`src/rtl/dtmf_row_detect.sv`:
```
// dtmf_row_detect: classifies a DTMF row tone by period and locks after CONFIRM matching periods.
// `DTMF_ROW_DROP_FILTER_EN lets a locked tone ride through one stray period.
module dtmf_row_detect #(
  parameter int P697    = 1435,
  parameter int P770    = 1299,
  parameter int P852    = 1174,
  parameter int P941    = 1063,
  parameter int TOL     = 40,
  parameter int CONFIRM = 3,
  parameter int TIMEOUT = 2000
) (
  input  logic        clk_1m_in,
  input  logic        reset,
  input  logic        tone_in,
  output logic        tone_valid,
  output logic [1:0]  row_code,
  output logic        new_tone,
  output logic [11:0] period_out
);
`ifdef DTMF_ROW_DROP_FILTER_EN
  localparam bit FILTER = 1'b1;
`else
  localparam bit FILTER = 1'b0;
`endif
  localparam logic [11:0] TOL_W = 12'(TOL);
  localparam logic [11:0] TMO   = 12'(TIMEOUT);
  localparam logic [2:0]  CONF  = 3'(CONFIRM);
  typedef enum logic [1:0] {IDLE, MEASURE, LOCKED} state_t;
  state_t state, state_n;
  logic s1, s2, s3, rise, hit, tmo, miss, miss_n, valid_n, new_n;
  logic [11:0] cnt, per_n;
  logic [1:0] cls, cand, cand_n, code_n;
  logic [2:0] match_cnt, match_n;
  logic [3:0] win;
  function automatic logic in_win(input logic [11:0] p, input logic [11:0] c);
    return p >= c - TOL_W && p <= c + TOL_W;
  endfunction
  assign rise = s2 & ~s3;
  assign win  = {in_win(cnt, 12'(P941)), in_win(cnt, 12'(P852)), in_win(cnt, 12'(P770)), in_win(cnt, 12'(P697))};
  assign hit  = |win;
  assign cls  = win[3] ? 2'd3 : win[2] ? 2'd2 : win[1] ? 2'd1 : 2'd0;
  assign tmo  = cnt >= TMO;
  always_ff @(posedge clk_1m_in or posedge reset)
    if (reset) begin
      s1         <= 1'b0;
      s2         <= 1'b0;
      s3         <= 1'b0;
      cnt        <= '0;
      state      <= IDLE;
      cand       <= '0;
      match_cnt  <= '0;
      miss       <= 1'b0;
      tone_valid <= 1'b0;
      row_code   <= '0;
      new_tone   <= 1'b0;
      period_out <= '0;
    end else begin
      s1         <= tone_in;
      s2         <= s1;
      s3         <= s2;
      cnt        <= rise ? 12'd1 : cnt + {11'd0, ~&cnt};
      state      <= state_n;
      cand       <= cand_n;
      match_cnt  <= match_n;
      miss       <= miss_n;
      tone_valid <= valid_n;
      row_code   <= code_n;
      new_tone   <= new_n;
      period_out <= per_n;
    end
  // A rise is always checked before the timeout so that a rise wins a same-cycle tie.
  always_comb begin
    state_n = state;
    cand_n  = cand;
    match_n = match_cnt;
    miss_n  = miss;
    valid_n = tone_valid;
    code_n  = row_code;
    new_n   = 1'b0;
    per_n   = (rise && state != IDLE) ? cnt : period_out;
    case (state)
      IDLE: state_n = rise ? MEASURE : IDLE;
      MEASURE:
        if (rise) begin
          cand_n  = hit ? cls : cand;
          match_n = !hit ? 3'd0 : (cls == cand) ? match_cnt + 3'd1 : 3'd1;
          if (match_n >= CONF) begin
            state_n = LOCKED;
            valid_n = 1'b1;
            code_n  = cand_n;
            new_n   = 1'b1;
          end
        end else if (tmo) begin
          state_n = IDLE;
          match_n = 3'd0;
        end
      LOCKED:
        if (rise) begin
          if (hit && cls == row_code) miss_n = 1'b0;
          else if (FILTER && !miss) miss_n = 1'b1;
          else begin
            state_n = MEASURE;
            valid_n = 1'b0;
            miss_n  = 1'b0;
            cand_n  = hit ? cls : cand;
            match_n = {2'd0, hit};
          end
        end else if (tmo) begin
          state_n = IDLE;
          valid_n = 1'b0;
          match_n = 3'd0;
          miss_n  = 1'b0;
        end
      default: state_n = IDLE;
    endcase
  end
endmodule
```
`config.mk`:
```
export PLATFORM = sky130hd
export DESIGN_NAME = dtmf_row_detect
export DESIGN_NICKNAME = d
export VERILOG_FILES = /design/src/rtl/dtmf_row_detect.sv
export SDC_FILE = /design/constraint.sdc
export NUM_CORES = 1
export LEC_CHECK = 0
export CELL_PAD_IN_SITES_DETAIL_PLACEMENT = 1
export CELL_PAD_IN_SITES_GLOBAL_PLACEMENT = 2
export CORE_MARGIN = 5
export CORE_UTILIZATION = 44
export CTS_CLUSTER_SIZE = 20
export DETAILED_ROUTE_END_ITERATION = 6
export DONT_BUFFER_PORTS = 1
export PLACE_DENSITY_LB_ADDON = 0.1
export SLEW_MARGIN = 20
export SYNTH_ARGS = -nofsm -noshare
export SYNTH_HDL_FRONTEND = slang
export SYNTH_SLANG_ARGS = --single-unit
```
`constraint.sdc`:
```
create_clock -name clk_1m_in -period 6 [get_ports clk_1m_in]
set_input_delay 0.6 -clock clk_1m_in [delete_from_list [all_inputs] [get_ports clk_1m_in]]
set_output_delay 0.6 -clock clk_1m_in [all_outputs]
set_load 0.05 [all_outputs]
```
# After elaboration in Yosys (flattened, before gate mapping)
# Cells that the tools add are included.
[totals] elab_cells=85 out_inout_bits=16 input_bits=3 ff_bits=38
[op_classes] eq_ne=11 magnitude_cmp=10 muxes=32 addsub=2 n_bitwise=2 n_reduce_logical=17
[ops] cell="$ge 12x11->1 const B" n=4
[ops] cell="$le 12x11->1 const B" n=4
[ops] cell="$mux 2" n=11
[ops] cell="$mux 3" n=6
[ops] cell="$add 12x1->12" n=1
[ops] cell="$ge 12x10->1 const B" n=1
[ops] cell="$mux 12" n=1
[ops] cell="$reduce_and 12->1" n=1
[ops] cell="$mux 1" n=10
[ops] cell="$ne 3x3->1 const B" n=3
[ops] cell="$ne 2x2->1 const B" n=4
[ops] cell="$logic_and 1x1->1" n=6
[ops] cell="$pmux 2 s3" n=1
[ops] cell="$pmux 3 s2" n=1
[ops] cell="$reduce_and 5->1" n=1
[ops] cell="$eq 2x2->1" n=2
[ops] cell="$pmux 2 s2" n=1
[ops] cell="$reduce_and 2->1" n=2
[ops] cell="$reduce_and 4->1" n=1
[ops] cell="$reduce_bool 2->1" n=2
[ops] cell="$reduce_or 4->1" n=1
[ops] cell="$add 3x1->3 const B" n=1
[ops] cell="$ge 3x2->1 const B" n=1
[ops] cell="$reduce_and 3->1" n=1
[ops] cell="other kinds (7)" n=7

# Depth between registers and ports, before layout
# Gate-level depths: netlist of the first run.
[logic_depth] word_depth=12 mapped_depth=10 ltp_nobuf=9

# Least setup slack after synthesis of the first run
# No wires, ideal clock.
[synth_timing] path_type="reg2reg" from="register cnt[6]" to="register cand[1]" required_ps=5875 synth_period_minus_slack_ps=2424 path_stages_with_launch=9 arrival_ps=2299 setup_ps=125 path_buffers=1 path_slack_ps=3576 path_cell_list="dfrtp_1 buf_6 nand3_2 or3_4 o41ai_4 nor2_1 a32oi_1 o211a_1 mux2_2"
[synth_between] elab_chain_cells=9 word_cells_on_any_way=25 classes_between="order compare (8); eq/ne (2); mux (8); reduce/logical (7)"
[synth_rtl] element="start: declaration" line_no="31" rtl="logic [11:0] cnt, per_n;"
[synth_rtl] element="start signal: assignment" line_no="61" rtl="cnt <= rise ? 12'd1 : cnt + {11'd0, ~&cnt};"
[synth_rtl] element="$ge 12x11->1 / $le 12x11->1 (equally long branches)" line_no="36" rtl="return p >= c - TOL_W && p <= c + TOL_W;"
[synth_rtl] element="$logic_and 1x1->1" line_no="36"
[synth_rtl] element="$mux 1" line_no="41" rtl="assign cls = win[3] ? 2'd3 : win[2] ? 2'd2 : win[1] ? 2'd1 : 2'd0;"
[synth_rtl] element="$mux 2 (2 in a row)" line_no="41"
[synth_rtl] element="$eq 2x2->1" line_no="99" rtl="if (hit && cls == row_code) miss_n = 1'b0;"
[synth_rtl] element="$logic_and 1x1->1" line_no="99"
[synth_rtl] element="$ne 2x2->1 (no line)"
[synth_rtl] element="$reduce_and 4->1 (no line)"
[synth_rtl] element="end signal: assignment" line_no="63" rtl="cand <= cand_n;"
[synth_rtl] element="end: declaration" line_no="32" rtl="logic [1:0] cls, cand, cand_n, code_n;"
# Parallel ways exist; a longest one is shown, timed or not. The select of a mux whose other input is x is not followed.
# A chain may end at the register's enable or synchronous reset.

# Worst setup path in the final report of the first run
[layout_timing] from="register cnt[5]" to="register cand[1]"
# Same word-level chain as after synthesis.

==> results of run 1 <==
==> metal layers <==
layer  routed length, um  share of wire
met1                2070           0.42
met2                2610           0.53
met3                 181          0.037
met4                  91          0.018
met5                   0              0
==> worst register-to-register path, stage by stage (launching register included) <==
cell and delay [ns]:
dfrtp_1 0.59, nand3_2 0.17, or3_4 0.43, o41ai_4 0.41
nor2_1 0.14, a32oi_1 0.54, o211a_1 0.25, mux2_2 0.33
==> worst paths after layout <==
path | slack [ns] | start | endpoint | cells past startpoint
setup / recovery | 3.02 | cnt[5] | cand[1] | 7
hold / removal | 0.29 | reset | cnt[8] | 2
setup reg to reg | 3.02 | cnt[5] | cand[1] | 7
hold reg to reg | 0.36 | s1 | s2 | 0
max in group asynchronous | 5.36 | reset | period_out[10] | 2
min in group clk_1m_in | 0.33 | tone_in | s1 | 0
==> state kept, by name (all words and copies together), names as in the netlist <==
| register | cells |
|---|---|
| s2 | 1 |
| tone_valid | 1 |
| cand | 2 |
| s1 | 1 |
| period_out | 12 |
| s3 | 1 |
| match_cnt | 3 |
| row_code | 2 |
| new_tone | 1 |
| cnt | 12 |
| state | 2 |
==> layout make-up <==
type                       count  share of cell area
multi-input combinational    139               0.463
tap                           52              0.0296
clock buffer                   5              0.0313
clock inverter                 3              0.0313
sequential                    38               0.433
inverter                       5             0.00854
timing repair buffer           1             0.00342
==> placed cells by master (no fill, tap or decap), types with 5 or more instances in the layout <==
master	synthesis	layout
a21oi_1	10	10
clkbuf_8	0	5
dfrtp_1	38	38
mux2_2	15	15
nand2_1	14	14
nand2b_1	6	6
nand3_1	5	5
nand4_1	5	5
nor2_1	12	12
nor3_1	5	5
o21ai_0	12	12
or3_1	7	7
xnor2_1	5	5
==> cell families (layout without fill, tap and decap cells) <==
| group | after synthesis | after routing | synth area share |
|---|---|---|---|
| flops | 38 | 38 | 0.465 |
| buf+inv | 16 | 14 | 0.0385 |
| simple gates | 66 | 66 | 0.187 |
| compound gates | 46 | 46 | 0.167 |
| mux | 17 | 17 | 0.0941 |
| xor+xnor | 7 | 7 | 0.0300 |
| fa+ha+maj | 3 | 3 | 0.0183 |
==> per-stage QoR <==
| step | hold slack, ns | util |
|---|---|---|
| 6_report | 0.287 | 0.494 |
| 4_1_cts | 0.311 | 0.494 |
| 2_1_floorplan | 0.331 | - |
| 3_3_place_gp | 0.336 | 0.463 |
| 3_5_place_dp | 0.340 | 0.463 |
| 5_1_grt | 0.297 | 0.494 |
==> where the power goes <==
group | switching [mW] | leakage [nW] | internal (mW) | total, mW
clock | 0.103 | 0.0683 | 0.167 | 0.270
combinational | 0.0438 | 0.352 | 0.0362 | 0.0800
sequential | 0.0918 | 0.510 | 0.282 | 0.374
total | 0.239 | 0.930 | 0.485 | 0.724
==> impl_metrics.csv, run 1 <==
group,metric,value,unit
place,place_area,2060,um^2
floorplan,rows,24,
critical_path,slowest_stage,"dfrtp_1",
critical_path,cp_cell_sequence,"nand3_2 > or3_4 > o41ai_4 > nor2_1 > a32oi_1 > o211a_1 > mux2_2",
cells_and_area,drive_gt1_frac,0.188,
drt,detail_route.drc_violations,0,
pwr,power_density,329,nW/um^2
floorplan,dieArea,6120,um^2
grt,grt_first_pass_wirelength,8110,um
place,place_inst,235,
job,drv_cap,0,
critical_path,arrival,3.17,ns
grt,use_met3,0.0515,
timing,finalSetupTns,0,ns
clocking,ctsRootBufferMaster,"clkbuf_8",
cells_and_area,fillers,499,
clocking,post-cts-setup-buffer-count,0,
synthesis,async_reset_ff_frac,1.00,
synthesis,synth_area_leaders,"dfrtp_1, mux2_2, o21ai_0",
drt,wire_per_inst,20.4,um
status,status,"finished, final reports clean",
place,place_hpwl,3520,um
timing,slew_violations,0,
grt,grt-ovfl-total,0,
drt,num_vias,1516,
pwr,peakVddDrop,142,uV
timing,setup_viol,0,
critical_path,critPathMaxStageDelay,0.59,ns
critical_path,end_kind,"flop",
timing,hold_violations,0,
drt,viasPerCell,6.24,
clocking,htreeDepth,2,
synthesis,syn_avg_cell_area,10.6,um^2
cells_and_area,fin_cells,243,
pwr,leakagePower,0.930,nW
cells_and_area,seq_area,951,um^2
timing,skew,0.00717,ns
drt,drt-initial-drc-count,74,
clocking,cts_max_path_buffers,2,
place,gp_congestion,0.823,
cells_and_area,multi_input_area,1020,um^2
grt,use_met1,0.190,
synthesis,synth-edff-count,0,
place,io_buffers,0,
timing,min_period,2.98,ns
synthesis,synth-seq-area-share,0.465,
synthesis,ys_warn_count,0,
clocking,cts_sinks,38,
timing,setup_slack,3.02,ns
grt,use_met2,0.312,
cells_and_area,stdcell_area,2200,um^2
timing,fmax,0.335,GHz
synthesis,synth_area,2050,um^2
clocking,cts.clk_slew.worst_paths,0.09,ns
timing,worst_slew_pin_slew,0.983,ns
clocking,cts_tree,"yes",
floorplan,die_w,78.2,um
worst_hold_path,hold_path_class,"input pin to async pin",
grt,grt.busiest_layer,"met2",
timing,fin_crit_sh,0.497,
grt,grt_antenna_before_repair,0,
floorplan,core-area,4440,um^2
clocking,cts_resized,0,
cells_and_area,syn2layout_area_growth,7.34,%
synthesis,yosysMostFrequentCell,"dfrtp_1",
synthesis,yosysUniqueCellTypes,55,
timing,relSlewSlack,0.342,
synthesis,ys.flop_type,"dfrtp_1",
pwr,power,0.724,mW
clocking,ctsHoldBuffers,0,
grt,grt_max_degree,39,
clocking,clock_latency,0.30,ns
synthesis,synth_nets,199,
floorplan,num_io_pins,19,
floorplan,start_util,0.461,
cells_and_area,antenna_cells,0,
floorplan,dieHeight,78.2,um
timing,rsz0062_at_grt,"no",
critical_path,cpLargestDelayFamily,"compound AO/OA/AOI/OAI gates",
clocking,cts_buffers,5,
critical_path,crit_type,"flop to flop",
drt,wl,4960,um
synthesis,syn_inst,193,
synthesis,ys_seq_elements,38,
synthesis,yosysTopAreaCellShare,0.465,
critical_path,setup.worst_path.start_class,"flop",
critical_path,crit_fanout,12,
grt,grt_use_total,0.171,
place,dpl_worst_slack,3.06,ns
drt,detail-route-antenna-nets,0,
critical_path,required,6.18,ns
cells_and_area,num-nets-final,196,
synthesis,netlist.top_cell.by_area,"dfrtp_1",
drt,drtPass1Iterations,4,
synthesis,synthTopCellsByCount,"dfrtp_1, mux2_2, nand2_1, nor2_1, o21ai_0",
critical_path,crit_buf_inv,0,
grt,grt_pass1_vias,1577,
(Power assumes the default switching activity.)
==> inputs of run 2 (changes only) <==
Settings changed: ABC_AREA set to 1, CORE_UTILIZATION 44 to 33.
Clock period 6 ns to 2.4 ns, I/O delays scaled along.
==> run 2 against run 1 <==
Utilization fell by 11 points. Register-to-register slack got worse by 2.8 ns. Global-route usage fell by 2.0 points. Sequential cell count unchanged. Synthesized cell count up 39%. Sequential power grew 140%. Area after synthesis is 0.61% higher. Die area increased by 30%. Cell area grew 5.2%. Clock-buffer cell count increased by 1. Hold slack better by 0.087 ns.
==> impl_metrics.csv, run 2 <==
group,metric,value,unit
synthesis,synth_area_leaders,"dfrtp_1, nand2_1, inv_1",
timing,worst_slew_pin_slew,0.694,ns
drt,viasPerCell,4.90,
timing,skew,0.00781,ns
synthesis,yosysMostFrequentCell,"nand2_1",
drt,drt-initial-drc-count,75,
synthesis,synth_area,2060,um^2
cells_and_area,top_regs,"cnt x12, period_out x12, match_cnt x3",
timing,fin_crit_sh,0.892,
synthesis,yosysTopAreaCellShare,0.462,
synthesis,ys_warn_count,0,
cells_and_area,antenna_cells,0,
timing,fmax,0.467,GHz
grt,grt_antenna_before_repair,0,
cells_and_area,final_common_cell,"nand2_1",
grt,grt_first_pass_wirelength,9200,um
synthesis,netlist.top_cell.by_area,"dfrtp_1",
floorplan,dieHeight,89,um
synthesis,synth_nets,274,
job,drv_cap,0,
timing,setup_viol,0,
clocking,cts.clk_slew.worst_paths,0.08,ns
grt,grt_pass1_vias,1814,
critical_path,crit_fanout,6,
grt,grt_max_degree,25,
cells_and_area,utilization,0.386,
grt,grt-ovfl-total,0,
clocking,ctsRootBufferMaster,"clkbuf_8",
cells_and_area,drive_gt1_frac,0.139,
critical_path,end_kind,"flop",
synthesis,syn_inst,268,
grt,grt_use_total,0.151,
critical_path,startpoint,"cnt[2]",
clocking,post-cts-setup-buffer-count,0,
timing,hold_violations,0,
clocking,clock_latency,0.29,ns
critical_path,reg2reg_from,"cnt[2]",
timing,relSlewSlack,0.536,
critical_path,reg2reg_slack,0.26,ns
critical_path,arrival,2.35,ns
synthesis,synth-edff-count,0,
pwr,peakVddDrop,359,uV
synthesis,ys_seq_elements,38,
timing,slew_violations,0,
synthesis,async_reset_ff_frac,1.00,
floorplan,die_w,89,um
clocking,cts_sinks,38,
cells_and_area,most-common-layout-cells,"nand2_1, inv_1, dfrtp_1",
cells_and_area,num-nets-final,286,
clocking,cts_max_path_buffers,2,
synthesis,yosysUniqueCellTypes,30,
worst_hold_path,hold_path_class,"flop to flop",
critical_path,setup.worst_path.start_class,"flop",
critical_path,required,2.61,ns
drt,drtPass1Iterations,4,
clocking,htreeDepth,2,
drt,detail-route-antenna-nets,0,
clocking,cts_tree,"yes",
drt,wire_per_inst,15.4,um
place,place_hpwl,4330,um
drt,num_vias,1745,
place,io_buffers,0,
floorplan,start_util,0.344,
drt,detail_route.drc_violations,0,
pwr,leakagePower,1.13,nW
floorplan,core-area,5990,um^2
place,gp_congestion,0.868,
timing,min_period,2.14,ns
synthesis,ys.flop_type,"dfrtp_1",
drt,wl,5480,um
cells_and_area,syn2layout_area_growth,12.3,%
pwr,power_density,702,nW/um^2
status,status,"finished, final reports clean",
worst_hold_path,holdCritStartpoint,"s1",
synthesis,syn_avg_cell_area,7.68,um^2
critical_path,crit_type,"flop to flop",
timing,rsz0062_at_grt,"no",
synthesis,synth-seq-area-share,0.462,
floorplan,dieArea,7920,um^2
timing,finalSetupTns,0,ns
clocking,cts_buffers,5,
synthesis,synthTopCellsByCount,"nand2_1, dfrtp_1, inv_1, nor2_1, o21ai_0",
floorplan,num_io_pins,19,
floorplan,rows,28,
[run 2: area by class of cell]
class                           count  area (um^2)
Clock buffer                        6         82.6
Clock inverter                      2         12.5
Fill cell                         737         3680
Inverter                           39          146
Multi-Input combinational cell    188          960
Sequential cell                    38          952
Tap cell                           75         93.8
Timing Repair Buffer                8         65.1
[run 2: timing repair]
| item | in CTS | in global routing |
|---|---|---|
| gates resized for setup | 0 | 4 |
| endpoints found under the setup margin | 0 | 2 |
| hold endpoints to repair | 15 | 0 |
| hold buffers | 2 | 0 |
[run 2: routing by layer]
layer | vias up | share of wire | GRT usage
li1 | 880 | - | -
met1 | 825 | 0.52 | 0.227
met2 | 35 | 0.43 | 0.227
met3 | 5 | 0.040 | 0.0221
met4 | 0 | 0.0064 | 0.0365
met5 | - | 0 | 0
[run 2: power by group]
group	switching, mW	internal, mW	total [mW]
logic	0.163	0.0780	0.241
registers	0.202	0.710	0.912
clock network	0.240	0.231	0.471
[run 2: cells by family (layout without fill, tap and decap cells)]
family                     count (synthesis)  in the layout  share of synthesized area
and+or+nand+nor                          137            137                      0.304
AOI/OAI and AO/OA                         45             45                      0.126
buffers and inverters                     42             55                     0.0765
DFF                                       38             38                      0.462
adders and majority gates                  3              3                     0.0182
xor gates and xnor gates                   2              2                    0.00851
muxes                                      1              1                    0.00547
[run 2: metrics by stage]
stage                     hold WS (ns)  instance area, um^2  power [mW]  cells  setup WS, ns
after floorplan                  0.271                 2060        1.07    268         0.585
after global placement           0.219                 2190        1.16    346         0.160
after detailed placement         0.234                 2190        1.17    346         0.180
after CTS                        0.386                 2300        1.64    356         0.161
after global routing             0.386                 2310        1.73    356       0.00503
final                            0.374                 2310        1.62    356         0.259
[run 2: path summary, 6_finish.rpt]
kind | to | cells past startpoint
worst max-delay path | cnt[10] | 13
worst min-delay path | s2 | 0
worst max register to register | cnt[10] | 13
worst min register to register | s2 | 0
max in group asynchronous | cnt[4] | 3
min in group asynchronous | s3 | 2
[run 2: critical path, stage by stage, from the launching register on]
cell	delay (ns)
dfrtp_1	0.46
nand2_2	0.11
nor2_1	0.19
nand3_2	0.11
nand3b_1	0.18
ha_1	0.21
ha_1	0.21
nand2_1	0.11
nor2_1	0.06
inv_1	0.08
nor2_1	0.06
nand2_1	0.08
o21ai_0	0.08
a21oi_1	0.13
